`src/rtl/mxrv_trap_pkg.sv`:
```
// Shared constants, state encoding and mstatus update helpers for the trap controller.
package mxrv_trap_pkg;

    localparam int XLEN_DEF   = 32;
    localparam int CSR_AW_DEF = 12;

    localparam logic [11:0] CSR_MSTATUS = 12'h300;
    localparam logic [11:0] CSR_MIE     = 12'h304;
    localparam logic [11:0] CSR_MTVEC   = 12'h305;
    localparam logic [11:0] CSR_MEPC    = 12'h341;
    localparam logic [11:0] CSR_MCAUSE  = 12'h342;
    localparam logic [11:0] CSR_MTVAL   = 12'h343;

    localparam logic [31:0] CAUSE_ILLEGAL   = 32'd2;
    localparam logic [31:0] CAUSE_EBREAK    = 32'd3;
    localparam logic [31:0] CAUSE_ECALL     = 32'd11;
    localparam logic [31:0] CAUSE_IRQ_EXT   = 32'h8000_000B;
    localparam logic [31:0] CAUSE_IRQ_TIMER = 32'h8000_0007;

    localparam int MSTATUS_MIE    = 3;
    localparam int MSTATUS_MPIE   = 7;
    localparam int MSTATUS_MPP_LO = 11;
    localparam int MSTATUS_MPP_HI = 12;
    localparam int MIE_MTIE       = 7;
    localparam int MIE_MEIE       = 11;

    typedef enum logic [2:0] {
        ST_IDLE,
        ST_W_MEPC,
        ST_W_MCAUSE,
        ST_W_MTVAL,
        ST_W_MSTATUS,
        ST_JUMP,
        ST_R_MSTATUS,
        ST_R_JUMP
    } trap_state_e;

    function automatic logic [31:0] mstatus_on_trap(input logic [31:0] snap);
        logic [31:0] s;
        s = snap;
        s[MSTATUS_MPIE] = snap[MSTATUS_MIE];
        s[MSTATUS_MIE]  = 1'b0;
        s[MSTATUS_MPP_HI:MSTATUS_MPP_LO] = 2'b11;
        return s;
    endfunction

    function automatic logic [31:0] mstatus_on_mret(input logic [31:0] snap);
        logic [31:0] s;
        s = snap;
        s[MSTATUS_MIE]  = snap[MSTATUS_MPIE];
        s[MSTATUS_MPIE] = 1'b1;
        s[MSTATUS_MPP_HI:MSTATUS_MPP_LO] = 2'b11;
        return s;
    endfunction

endpackage

```
`src/rtl/mxrv_trap_prio.sv`:
```
// Priority encoder: picks the winning trap source and produces its cause and mtval.
module mxrv_trap_prio
    import mxrv_trap_pkg::*;
(
    input  logic        exc_ecall,
    input  logic        exc_ebreak,
    input  logic        exc_illegal,
    input  logic        mret,
    input  logic        irq_timer,
    input  logic        irq_ext,
    input  logic        mstatus_mie,
    input  logic        mie_mtie,
    input  logic        mie_meie,
    input  logic [31:0] inst,
    output logic        trap_req,
    output logic        mret_req,
    output logic [31:0] cause,
    output logic [31:0] mtval
);

    logic ext_en;
    logic timer_en;

    assign ext_en   = mstatus_mie & irq_ext & mie_meie;
    assign timer_en = mstatus_mie & irq_timer & mie_mtie;

    always_comb begin
        trap_req = 1'b1;
        mret_req = 1'b0;
        cause    = '0;
        mtval    = '0;
        if (exc_illegal) begin
            cause = CAUSE_ILLEGAL;
            mtval = inst;
        end else if (exc_ebreak) begin
            cause = CAUSE_EBREAK;
        end else if (exc_ecall) begin
            cause = CAUSE_ECALL;
        end else if (ext_en) begin
            cause = CAUSE_IRQ_EXT;
        end else if (timer_en) begin
            cause = CAUSE_IRQ_TIMER;
        end else begin
            trap_req = 1'b0;
            mret_req = mret;
        end
    end

endmodule

```
`src/rtl/mxrv_trap_ctrl.sv`:
```
// Trap/mret CSR write sequencer and CSR write-port arbiter.
// MXRV_TRAP_VECTORED_EN enables vectored interrupt targets when mtvec mode is 01.
//   state        | meaning
//   ST_IDLE      | ex port passes through; accept trap or mret
//   ST_W_MEPC    | write mepc from pc snapshot
//   ST_W_MCAUSE  | write mcause
//   ST_W_MTVAL   | write mtval
//   ST_W_MSTATUS | write trap-entry mstatus
//   ST_JUMP      | redirect to trap vector
//   ST_R_MSTATUS | write mret mstatus
//   ST_R_JUMP    | redirect to mepc
module mxrv_trap_ctrl
    import mxrv_trap_pkg::*;
#(
    parameter int XLEN   = 32,
    parameter int CSR_AW = 12
) (
    input  logic              clk,
    input  logic              rst_n,
    input  logic              exc_ecall_i,
    input  logic              exc_ebreak_i,
    input  logic              exc_illegal_i,
    input  logic              mret_i,
    input  logic              irq_timer_i,
    input  logic              irq_ext_i,
    input  logic [XLEN-1:0]   pc_i,
    input  logic [31:0]       inst_i,
    input  logic              ex_we_i,
    input  logic [CSR_AW-1:0] ex_waddr_i,
    input  logic [XLEN-1:0]   ex_wdata_i,
    input  logic [XLEN-1:0]   mstatus_i,
    input  logic [XLEN-1:0]   mie_i,
    input  logic [XLEN-1:0]   mtvec_i,
    input  logic [XLEN-1:0]   mepc_i,
    output logic              csr_we_o,
    output logic [CSR_AW-1:0] csr_waddr_o,
    output logic [XLEN-1:0]   csr_wdata_o,
    output logic              hold_o,
    output logic              jump_o,
    output logic [XLEN-1:0]   jump_addr_o
);

    trap_state_e     state, state_nxt;
    logic            trap_req, mret_req;
    logic [31:0]     cause_sel, mtval_sel;
    logic [XLEN-1:0] pc_q, cause_q, mtval_q, mstatus_q;
    logic [XLEN-1:0] vec_off;
    logic            unused_bits;

    mxrv_trap_prio u_prio (
        .exc_ecall   (exc_ecall_i),
        .exc_ebreak  (exc_ebreak_i),
        .exc_illegal (exc_illegal_i),
        .mret        (mret_i),
        .irq_timer   (irq_timer_i),
        .irq_ext     (irq_ext_i),
        .mstatus_mie (mstatus_i[MSTATUS_MIE]),
        .mie_mtie    (mie_i[MIE_MTIE]),
        .mie_meie    (mie_i[MIE_MEIE]),
        .inst        (inst_i),
        .trap_req    (trap_req),
        .mret_req    (mret_req),
        .cause       (cause_sel),
        .mtval       (mtval_sel)
    );

`ifdef MXRV_TRAP_VECTORED_EN
    assign vec_off = (mtvec_i[1:0] == 2'b01 && cause_q[XLEN-1]) ?
                     {cause_q[XLEN-3:0], 2'b00} : '0;
    assign unused_bits = ^{mie_i[XLEN-1:12], mie_i[10:8], mie_i[6:0], cause_q[XLEN-2]};
`else
    assign vec_off = '0;
    assign unused_bits = ^{mie_i[XLEN-1:12], mie_i[10:8], mie_i[6:0], mtvec_i[1:0]};
`endif

    always_ff @(posedge clk or negedge rst_n) begin
        if (!rst_n) state <= ST_IDLE;
        else        state <= state_nxt;
    end

    // Snapshots are taken only in the acceptance cycle so live CSR changes cannot leak in.
    always_ff @(posedge clk or negedge rst_n) begin
        if (!rst_n) begin
            pc_q      <= '0;
            cause_q   <= '0;
            mtval_q   <= '0;
            mstatus_q <= '0;
        end else if (state == ST_IDLE) begin
            if (trap_req) begin
                pc_q      <= pc_i;
                cause_q   <= cause_sel;
                mtval_q   <= mtval_sel;
                mstatus_q <= mstatus_i;
            end else if (mret_req) begin
                mstatus_q <= mstatus_i;
            end
        end
    end

    always_comb begin
        state_nxt = state;
        case (state)
            ST_IDLE: begin
                if (trap_req)      state_nxt = ST_W_MEPC;
                else if (mret_req) state_nxt = ST_R_MSTATUS;
            end
            ST_W_MEPC:    state_nxt = ST_W_MCAUSE;
            ST_W_MCAUSE:  state_nxt = ST_W_MTVAL;
            ST_W_MTVAL:   state_nxt = ST_W_MSTATUS;
            ST_W_MSTATUS: state_nxt = ST_JUMP;
            ST_JUMP:      state_nxt = ST_IDLE;
            ST_R_MSTATUS: state_nxt = ST_R_JUMP;
            ST_R_JUMP:    state_nxt = ST_IDLE;
            default:      state_nxt = ST_IDLE;
        endcase
    end

    // Outputs are forced low while reset is asserted, including the IDLE pass-through.
    always_comb begin
        csr_we_o    = 1'b0;
        csr_waddr_o = '0;
        csr_wdata_o = '0;
        hold_o      = 1'b0;
        jump_o      = 1'b0;
        jump_addr_o = '0;
        if (rst_n) begin
            case (state)
                ST_IDLE: begin
                    if (trap_req || mret_req) begin
                        hold_o = 1'b1;
                    end else if (ex_we_i) begin
                        csr_we_o    = 1'b1;
                        csr_waddr_o = ex_waddr_i;
                        csr_wdata_o = ex_wdata_i;
                    end
                end
                ST_W_MEPC: begin
                    hold_o = 1'b1; csr_we_o = 1'b1;
                    csr_waddr_o = CSR_AW'(CSR_MEPC);
                    csr_wdata_o = pc_q;
                end
                ST_W_MCAUSE: begin
                    hold_o = 1'b1; csr_we_o = 1'b1;
                    csr_waddr_o = CSR_AW'(CSR_MCAUSE);
                    csr_wdata_o = cause_q;
                end
                ST_W_MTVAL: begin
                    hold_o = 1'b1; csr_we_o = 1'b1;
                    csr_waddr_o = CSR_AW'(CSR_MTVAL);
                    csr_wdata_o = mtval_q;
                end
                ST_W_MSTATUS: begin
                    hold_o = 1'b1; csr_we_o = 1'b1;
                    csr_waddr_o = CSR_AW'(CSR_MSTATUS);
                    csr_wdata_o = mstatus_on_trap(mstatus_q);
                end
                ST_JUMP: begin
                    hold_o = 1'b1; jump_o = 1'b1;
                    jump_addr_o = {mtvec_i[XLEN-1:2], 2'b00} + vec_off;
                end
                ST_R_MSTATUS: begin
                    hold_o = 1'b1; csr_we_o = 1'b1;
                    csr_waddr_o = CSR_AW'(CSR_MSTATUS);
                    csr_wdata_o = mstatus_on_mret(mstatus_q);
                end
                ST_R_JUMP: begin
                    hold_o = 1'b1; jump_o = 1'b1;
                    jump_addr_o = mepc_i;
                end
                default: ;
            endcase
        end
    end

endmodule
```
`config.mk`:
```
export PLATFORM = sky130hd
export DESIGN_NAME = mxrv_trap_ctrl
export DESIGN_NICKNAME = d
export VERILOG_FILES = /design/src/rtl/mxrv_trap_pkg.sv /design/src/rtl/mxrv_trap_prio.sv /design/src/rtl/mxrv_trap_ctrl.sv
export SDC_FILE = /design/constraint.sdc
export NUM_CORES = 1
export LEC_CHECK = 0
export ABC_AREA = 1
export CAP_MARGIN = 20
export CELL_PAD_IN_SITES_DETAIL_PLACEMENT = 1
export CELL_PAD_IN_SITES_GLOBAL_PLACEMENT = 1
export CORE_MARGIN = 5
export CORE_UTILIZATION = 32
export DETAILED_ROUTE_END_ITERATION = 8
export GPL_ROUTABILITY_DRIVEN = 0
export PLACE_DENSITY_LB_ADDON = 0.08
export SKIP_CTS_REPAIR_TIMING = 1
export SLEW_MARGIN = 20
export SYNTH_ARGS = -nofsm -noshare
export SYNTH_HDL_FRONTEND = slang
export SYNTH_HIERARCHICAL = 1
export SYNTH_SLANG_ARGS = --single-unit
```
`constraint.sdc`:
```
create_clock -name clk -period 6 [get_ports clk]
set_input_delay 1.8 -clock clk [delete_from_list [all_inputs] [get_ports clk]]
set_output_delay 1.8 -clock clk [all_outputs]
set_load 0.005 [all_outputs]
```
==> results.md, run 1 <==
| Quantity | Reported | Unit |
|:---|:---|:---|
| Number of distinct library cells after synthesis | 25 | - |
| Horizontal extent of the die | 167.9 | um |
| All-Layer GR Usage | 22.72 | % |
| Max Used Layer | met4 | - |
| Aggregate negative setup slack | 0 | ns |
| Via count of the first global-routing pass | 8502 | - |
| Beginning of the worst register-to-register path | state[1]$_DFFE_PN0P_ | - |
| Iteration count of the initial detailed-routing pass | 5 | - |
| Residual DRC | 0 | - |
| Routed wl met2 | 15080 | um |
| Maximum number of pins on one net before global-route repair | 75 | - |
| Maximum clock path buffer count | 2 | - |
| Initial antenna violation count | 0 | - |
| Hold path startpoint | mtval_q[7]$_DFFE_PN0P_ | - |
| Clock root buffer | sky130_fd_sc_hd__clkbuf_16 | - |
| Sequential fraction of the synthesis area | 40.48 | % |
| Hold Violations, Final | 0 | - |
| WL met3 | 2131 | um |
| Fill cell count | 3111 | - |
| Worst reg2reg path depth | 8 | - |
| Total power | 4826 | uW |
| Post-placement cell area | 11000 | um2 |
| Final core utilization | 47.56 | % |
| Remaining number of nets flagged by the antenna check after routing | 0 | - |
| Main synth FF type | sky130_fd_sc_hd__dfrtp_1 | - |
| First-pass GRT wire length | 50520 | um |
| Setup violations, final | 0 | - |
| Required @ worst endpoint | 4.20 | ns |
| Fraction of layout cells with a size suffix above 1 | 6.069 | % |
| Reg-to-reg slack, setup | 2.67 | ns |
| Maximum level of the CTS H-tree | 4 | - |
| Maximum ir drop on the vdd rail | 0.1914 | mV |
| Die height | 167.9 | um |
| Actual slew at the worst max-slew pin | 0.9904 | ns |
| Worst-Skew Late Latency | 0.43 | ns |
| Critical path data arrival time | 4.04 | ns |
| Classification of the worst-slack hold path | reg2reg | - |
| Kind of critical path | in2out | - |
| Most common library cell in the layout ignoring fill and taps | sky130_fd_sc_hd__nand2_1 | - |
| Power density of the placed cells | 414.8 | nW/um2 |
| Critical path's slowest cell | sky130_fd_sc_hd__clkdlybuf4s50_1 | - |
| Final cell area excluding filler cells | 11630 | um2 |
| Area taken by flip-flops and latches | 3228 | um2 |
| Count of synthesis-stage warnings from yosys | 6 | - |
| Estimated wirelength of the detail-placed design | 23480 | um |
| Cell-by-cell listing of the critical path | clkdlybuf4s50_1 > nor2_8 > nand2_2 > nor3_2 > inv_1 > nand2_4 > clkbuf_16 > nor2_1 > nand2_1 > nand2_1 > nor2_1 > nor2_1 > clkdlybuf4s50_1 | - |
| Cell mode on critical path | sky130_fd_sc_hd__nor2_1 | - |
| Number of buffers inserted by port buffering | 289 | - |
| Final slew viol count | 0 | - |
| Minimum period implied by the final worst setup slack | 5.844 | ns |
| Result of the run | finished clean | - |
| Routed Wire Length | 33070 | um |
| Worst slew margin | 33.91 | % |
| Post-CTS clock slew at the launch and capture registers of the worst setup and hold paths | 0.06 | ns |
| Growth of design area from synthesis to finish | 45.90 | % |
| Avg Cell Area, Syn | 6.706 | um2 |
| Minimum setup slack after placement | 0.01929 | ns |
| Sink of the worst hold path | mtval_q[7]$_DFFE_PN0P_ | - |
| Placeable core region | 24460 | um2 |
| RSZ-0062 raised after global routing | no | - |
| Starting density of the core | 32.60 | % |
| Synth Instances | 1189 | - |
| Residual overflow from global routing | 0 | - |
| Setup slack after layout | 0.1559 | ns |
| Average wire length per cell after detail routing | 18.64 | um |
| Number of CTS-inserted buffers | 17 | - |
| CP peak stage delay | 0.53 | ns |
| Commonest cells after routing, fill and taps aside | sky130_fd_sc_hd__nand2_1 (460), sky130_fd_sc_hd__clkdlybuf4s50_1 (286), sky130_fd_sc_hd__nand3_1 (191) | - |
| Area of the die | 28180 | um2 |
| Worst clock skew on the final layout | 0.009182 | ns |
| Row Count | 57 | - |
| CP Launch Type | input port | - |
| Capture point of the worst reg-to-reg path | mstatus_q[3]$_DFFE_PN0P_ | - |
| Hold Path Stages | 2 | - |
| Nets | 1682 | - |
| Post-synthesis instance area | 7974 | um2 |
| Max-capacitance violation count | 0 | - |
| Length of routed wiring on met1 | 15520 | um |
| Worst setup EP type | output port | - |
| Via count | 8708 | - |
| Detail-routed via count per cell | 4.909 | - |
| Leakage power figure | 0.005701 | uW |
| Antenna diode count | 0 | - |
| CTS tree | done | - |
| Sinks on the clock net | 129 | - |
| Worst Path Max Fanout | 17 | - |
| Combined area of the multi-input logic cells | 4014 | um2 |
| Final cycle utilization of the critical path | 97.40 | % |
| Iteration-0 DRC count of the detailed router | 609 | - |
| Maximum frequency from static timing analysis | 0.1711 | GHz |
| Count of boundary I/O pins | 324 | - |
| Number of synthesized flops with an enable pin | 0 | - |
| Post-synthesis register bit count | 129 | - |
| Ys async rst share | 100.0 | % |
==> layer usage <==
metal	global-route usage [%]	up-vias
li1	-	4229
met1	32.66	4211
met2	35.85	248
met3	4.642	20
met4	4.270	0
met5	0	-
==> kinds of logic (layout without fill, tap and decap cells) <==
kind of cell	Yosys count	count (layout)	share of synthesized area [%]
and+or+nand+nor	845	845	44.94
buffers and inverters	171	406	10.87
other	1	27	0.04703
DFF	129	129	40.48
AOI/OAI and AO/OA	43	43	3.656
==> per-stage QoR <==
stage	hold slack, ns	std cells
final	0.4719	1774
after floorplan	0.4420	1215
after CTS	0.4740	1773
after global routing	0.4931	1774
after detailed placement	0.4584	1741
after global placement	0.4537	1741
==> cells in the mapped netlist (4+ instances only) <==
master | number | area share [%]
sky130_fd_sc_hd__a21oi_1 | 11 | 0.69
sky130_fd_sc_hd__a22oi_1 | 30 | 2.8
sky130_fd_sc_hd__buf_1 | 4 | 0.19
sky130_fd_sc_hd__buf_2 | 40 | 2.5
sky130_fd_sc_hd__buf_4 | 40 | 3.8
sky130_fd_sc_hd__clkbuf_1 | 32 | 1.5
sky130_fd_sc_hd__dfrtp_1 | 129 | 40
sky130_fd_sc_hd__inv_1 | 49 | 2.3
sky130_fd_sc_hd__nand2_1 | 461 | 22
sky130_fd_sc_hd__nand3_1 | 194 | 12
sky130_fd_sc_hd__nand4_1 | 31 | 2.4
sky130_fd_sc_hd__nor2_1 | 142 | 6.7
sky130_fd_sc_hd__nor3b_1 | 6 | 0.56
==> area by class of cell <==
class | instances | area share [%]
inverters | 52 | 1.699
clock buffers | 18 | 3.689
well taps | 324 | 3.485
flip-flops and latches | 129 | 27.75
repair buffers | 322 | 27.52
multi-input cells | 915 | 34.50
clock inverters | 14 | 1.355
==> worst max-delay path: cells and delay by family <==
family        cells  cell delay [ns]
simple gates      9             0.88
buf+inv           4             1.34
==> power breakdown <==
group / total (uW) / leakage (uW) / internal [uW] / switching [uW]
clock: 1040 / 0.000271 / 618 / 427
sequential: 1510 / 0.00162 / 1290 / 221
combinational: 2270 / 0.00381 / 826 / 1440
total: 4830 / 0.00570 / 2740 / 2090
==> sequential cells by signal, summed over array words and instances (netlist names) <==
register and cells:
cause_q 32, mtval_q 32, mstatus_q 30, state 3, pc_q 32
==> worst max-delay path by stage <==
| stage | end | slack (ns) | cells after the start | from |
|---|---|---|---|---|
| floorplan | csr_waddr_o[11] | 1.18 | 10 | irq_timer_i |
| global route | csr_wdata_o[10] | 0.0004 | 13 | exc_ebreak_i |
| finish | csr_wdata_o[22] | 0.16 | 13 | exc_ebreak_i |
| detailed placement | csr_waddr_o[11] | 0.02 | 11 | mstatus_i[3] |
| global placement | csr_waddr_o[2] | 0.06 | 11 | mstatus_i[3] |
| CTS | csr_waddr_o[11] | 0.02 | 11 | mstatus_i[3] |
Power figures use the tool's default switching activity.
==> run 2, diff against run 1 <==
--- a/config.mk
+++ b/config.mk
@@ -6,7 +6,6 @@
 export NUM_CORES = 1
 export LEC_CHECK = 0
 export ABC_AREA = 1
-export CAP_MARGIN = 20
 export CELL_PAD_IN_SITES_DETAIL_PLACEMENT = 1
 export CELL_PAD_IN_SITES_GLOBAL_PLACEMENT = 1
 export CORE_MARGIN = 5
==> results of run 2 <==
Final layout, timing and power as in run 1 (identical DEF).
